**src/rtl/encoder8to3_queue.sv**
```systemverilog
// rtl/encoder8to3_queue.sv - sequential 8-to-3 request encoder with sticky pending bits and valid/ready output
//
// Purpose:
//   Collects request strobes on 8 lines into a sticky pending register and
//   serializes them as 3-bit binary codes over a valid/ready handshake.
//   A loaded code is held stable until it is accepted.
//
// Ports:
//   clk        in   1  rising-edge clock
//   rst_n      in   1  asynchronous active-low reset
//   en         in   1  request capture enable (draining continues when 0)
//   req        in   8  request strobes, sampled each edge while en=1
//   out_code   out  3  binary index of the presented request
//   out_valid  out  1  out_code holds a valid request
//   out_ready  in   1  consumer accepts when out_valid && out_ready
//   pending    out  8  registered sticky pending vector (not yet presented)
//   merge      out  1  one-cycle pulse: a captured req bit was already pending
//
// Configuration:
//   ROUND_ROBIN_EN  defined   -> rotating-priority selection with pointer
//                   undefined -> fixed priority, lowest index first

module encoder8to3_queue (
    input  logic       clk,
    input  logic       rst_n,
    input  logic       en,
    input  logic [7:0] req,
    output logic [2:0] out_code,
    output logic       out_valid,
    input  logic       out_ready,
    output logic [7:0] pending,
    output logic       merge
);

    typedef enum logic {
        ST_IDLE    = 1'b0,
        ST_PRESENT = 1'b1
    } state_t;

    state_t     state_q, state_d;
    logic [7:0] pending_q, pending_d;
    logic [2:0] code_q, code_d;
    logic       merge_q, merge_d;

    logic [2:0] sel_idx;
    logic       load;
    logic [7:0] load_mask;
    logic [7:0] capture;

    // ------------------------------------------------------------------
    // Selection: works on the registered pending vector only, so a
    // request captured on an edge becomes eligible one edge later.
    // ------------------------------------------------------------------
`ifdef ROUND_ROBIN_EN
    logic [2:0] ptr_q, ptr_d;

    // Search upward from the pointer with wrap; iterating offsets from
    // high to low lets the smallest offset overwrite the result.
    always_comb begin
        logic [2:0] idx;
        sel_idx = 3'd0;
        idx     = 3'd0;
        for (int i = 7; i >= 0; i--) begin
            idx = ptr_q + 3'(i);
            if (pending_q[idx]) begin
                sel_idx = idx;
            end
        end
    end

    // Pointer advances past the index just loaded (3-bit wrap 7 -> 0).
    always_comb begin
        ptr_d = ptr_q;
        if (load) begin
            ptr_d = sel_idx + 3'd1;
        end
    end

    always_ff @(posedge clk or negedge rst_n) begin
        if (!rst_n) begin
            ptr_q <= 3'd0;
        end else begin
            ptr_q <= ptr_d;
        end
    end
`else
    // Fixed priority: lowest set index wins.
    always_comb begin
        sel_idx = 3'd0;
        for (int i = 7; i >= 0; i--) begin
            if (pending_q[i]) begin
                sel_idx = 3'(i);
            end
        end
    end
`endif

    // ------------------------------------------------------------------
    // Output FSM: next state, code load and load strobe.
    // ------------------------------------------------------------------
    always_comb begin
        state_d = state_q;
        code_d  = code_q;
        load    = 1'b0;
        unique case (state_q)
            ST_IDLE: begin
                if (pending_q != 8'h00) begin
                    load    = 1'b1;
                    code_d  = sel_idx;
                    state_d = ST_PRESENT;
                end
            end
            ST_PRESENT: begin
                // Code stays frozen until accepted, even if a
                // higher-priority bit becomes pending meanwhile.
                if (out_ready) begin
                    if (pending_q != 8'h00) begin
                        load   = 1'b1;
                        code_d = sel_idx;
                    end else begin
                        state_d = ST_IDLE;
                    end
                end
            end
            default: begin
                state_d = ST_IDLE;
            end
        endcase
    end

    // ------------------------------------------------------------------
    // Pending register: clear the loaded bit, then OR in captures, so a
    // request arriving on its own load edge stays pending (set wins).
    // ------------------------------------------------------------------
    always_comb begin
        capture   = en ? req : 8'h00;
        load_mask = load ? (8'h01 << sel_idx) : 8'h00;
        pending_d = (pending_q & ~load_mask) | capture;
        // Only the pending register counts; a bit held solely in the
        // output stage does not merge.
        merge_d   = |(capture & pending_q);
    end

    always_ff @(posedge clk or negedge rst_n) begin
        if (!rst_n) begin
            state_q   <= ST_IDLE;
            pending_q <= 8'h00;
            code_q    <= 3'd0;
            merge_q   <= 1'b0;
        end else begin
            state_q   <= state_d;
            pending_q <= pending_d;
            code_q    <= code_d;
            merge_q   <= merge_d;
        end
    end

    assign out_valid = (state_q == ST_PRESENT);
    assign out_code  = code_q;
    assign pending   = pending_q;
    assign merge     = merge_q;

endmodule

```
**config.mk**
```make
export PLATFORM = sky130hd
export DESIGN_NAME = encoder8to3_queue
export DESIGN_NICKNAME = d
export VERILOG_FILES = /design/src/rtl/encoder8to3_queue.sv
export SDC_FILE = /design/constraint.sdc
export NUM_CORES = 1
export LEC_CHECK = 0
export ABC_AREA = 0
export ABC_CLOCK_PERIOD_IN_PS = 2100
export CORE_MARGIN = 2
export CORE_UTILIZATION = 40
export DETAILED_ROUTE_END_ITERATION = 8
export PLACE_DENSITY = 0.75
export SLEW_MARGIN = 10
export SYNTH_ARGS = -nofsm -noshare
export SYNTH_HDL_FRONTEND = slang
export SYNTH_SLANG_ARGS = --single-unit
```
**constraint.sdc**
```tcl
create_clock -name clk -period 2.1 [get_ports clk]
set_input_delay 0.42 -clock clk [delete_from_list [all_inputs] [get_ports clk]]
set_output_delay 0.42 -clock clk [all_outputs]
set_load 0.05 [all_outputs]
```
==> results.md <==
* Status: complete, no violations
* Hold path depth at 1
* Total gr overflow at 0
* CTS tree: built
* Final HPWL DP at 1111 um
* H-tree depth at 1
* CTS buffer count at 3
* Worst Skew at 2.317 ps
* Row count at 14
* IO Port Bufs at 24
* Crit path DAT at 1590 ps
* Commonest non-fill, non-tap cell in the layout: clkdlybuf4s50_1
* CP top delay family: buffers and inverters
* CTS sink cnt at 13
* FF-to-FF End: pending[7]
* Yosys warning count at 0
* CP Class: reg -> out
* Cells after DPL at 98
* Vias at 562
* Synthesized Nets at 71
* Post-route antenna net violation count at 0
* GRT Util Overall at 18.25%
* Leak pwr at 0.0003718 uW
* Largest net degree at the start of global routing at 14
* Critical path peak fanout at 6
* Max_slew headroom at 61.17%
* Post-layout util at 60.92%
* WHS Endpoint: out_code[1]
* Minimum clock period after layout at 2009 ps
* Die ar. at 0.001886 sq mm
* Synth cell types at 22
* R2R setup slack at 500 ps
* Die X at 43.43 um
* RSZ-0062 raised after global routing: false
* Slew Limit Fails at 0
* Min-delay worst type: reg -> reg
* Critical path required time at 1680 ps
* Routed wire length at 1474 um
* Post-synthesis cell count at 59
* Clock latency on the worst-skew pair at 270 ps
* IR drop worst, VDD at 0.3686 mV
* Pre-CTS WS at 288.7 ps
* Filler Cell Count at 131
* Drt drc at 0
* Initial antenna violation count at 0
* Slowest-stage cell, CP: clkdlybuf4s50_1
* Crit-path cells: clkdlybuf4s50_1
* Avg Inst Size Synth at 10.54 sq um
* Final layout net count at 99
* Root Buffer: clkbuf_4
* Initial Util at 41.76%
* Vias per cell at 5.510
* Commonest cells after routing, fill and taps aside: 23 x clkdlybuf4s50_1, 13 x dfrtp_1, 8 x nand2_1, 5 x a22o_1
* WP buf/inv at 1
* Worst Tran Pin Value at 580.6 ps
* Sum Neg Setup Slack at 0 ps
* First-pass GRT wire length at 2518 um
* Syn Std Cell Area at 621.8 sq um
* CP peak stage delay at 850 ps
* Seq/Total Area, Yosys at 52.31%
* Design Area, Final at 907.1 sq um
* Area Overhead vs Synth at 45.88%
* HP Start: out_code[1]
* ANT cells at 0
* Power Density at 708.6 mW/mm^2
* Share of layout cells above drive strength 1 at 6.977%
* Reg2reg path depth at 4
* Fmax at 497.7 MHz
* Reg clk slew, reported paths at 80 ps
* Critical path endpoint category: primary output
* Worst Slack Setup Final at 90.90 ps
* Fin. Hold Viols at 0
* Core area at 0.001489 sq mm
* Average routed wire per standard cell at 14.45 um
* Placed inst area at 878.3 sq um
* Max Cap Violations at 0
* Final period util at 95.67%
* # IOs at 25
* R2R Path Start: pending[3]
* DRT Pass-1 Iters at 4
* Cell Count, Final, Fillers Out at 102
* Final setup violation count at 0
* Crit start category: flip-flop
* Initial DRC count at 7
* Flops & latches, synth at 13
* Die Height at 43.43 um
* Vias in the first global route at 540
* Longest Clk Path Bufs at 2
* Post-CTS Setup Bufs at 0
* Final RePlAce weighted congestion at 0.7901
sequential cells by signal, indices dropped and copies added, names as in the netlist:
register   count
merge          1
pending        8
out_valid      1
out_code       3
layer usage:
metal	wire length [um]	vias to the layer above	track usage, %
met2	709	12	27.76
met4	12	0	7.273
li1	-	280	-
met3	40	2	3.750
met1	711	268	25.53
met5	0	-	0
worst max path at each step:
stage / slack, ps / end / from / cells after the start
after floorplan: 360 / pending[7] / pending[3] / 4
after global placement: 350 / pending[2] / pending[2] / 1
after detailed placement: 290 / out_code[1] / out_ready / 5
after CTS: 40 / pending[2] / pending[2] / 1
after global routing: 30 / pending[4] / pending[4] / 1
final: 90 / pending[4] / pending[4] / 1
kinds of logic after synthesis:
group	synth area share, %
buffers and inverters	1.811
and+or+nand+nor	19.11
DFF	52.31
AOI/OAI and AO/OA	26.76
synth_stat cells:
cell type   n  area [sq um]
o21ai_0     3         15.01
a21oi_1     3         15.01
dfrtp_1    13         325.3
a41oi_1     1         8.760
nor2b_1     1         6.260
nand3_1     1         5.000
or3_1       2         12.51
nand2b_1    2         12.51
o21ai_1     1         5.000
or4_1       1         7.510
nor2_1      4         15.01
or4_4       1         11.26
nand3b_1    1         7.510
a21o_1      1         7.510
clkbuf_1    1         3.750
nand2_1     8         30.03
a22oi_1     4         30.03
inv_1       2         7.510
nor2_4      1         11.26
a22o_1      5         43.79
a221oi_4    1         26.28
o31ai_1     2         15.01
repair_timing:
| action | CTS | global route |
|---|---|---|
| setup endpoints to repair | 0 | 1 |
| resized for setup | 0 | 1 |
| hold buffers | 0 | 0 |
report_power, final:
group	switching [uW]	internal [uW]
sequential	26.5	270
clock	79.0	73.4
combinational	117	76.7
total	223	420
worst register-to-register path, stage by stage, from the launching register on:
cell and delay (ps):
dfrtp_1 460, or4_4 610, nor2_4 150, nand3_1 90, a22o_1 190
through the flow:
stage | total power [uW] | hold WS, ps
finish | 642.8 | 490.0
global route | 674.0 | 515.6
CTS | 647.5 | 493.2
detailed placement | 496.6 | 475.5
global placement | 494.3 | 463.4
floorplan | 413.7 | 124.4
final cells by class:
type                       count  area, sq um  area share, %
multi-input combinational     43        285.3          31.45
sequential                    13        325.3          35.86
clock buffer                   4        26.28          2.897
tap                           16        20.02          2.207
timing repair buffer          24        242.7          26.76
inverter                       2        7.507         0.8276
Note: power is estimated with default switching activity, not from simulation.
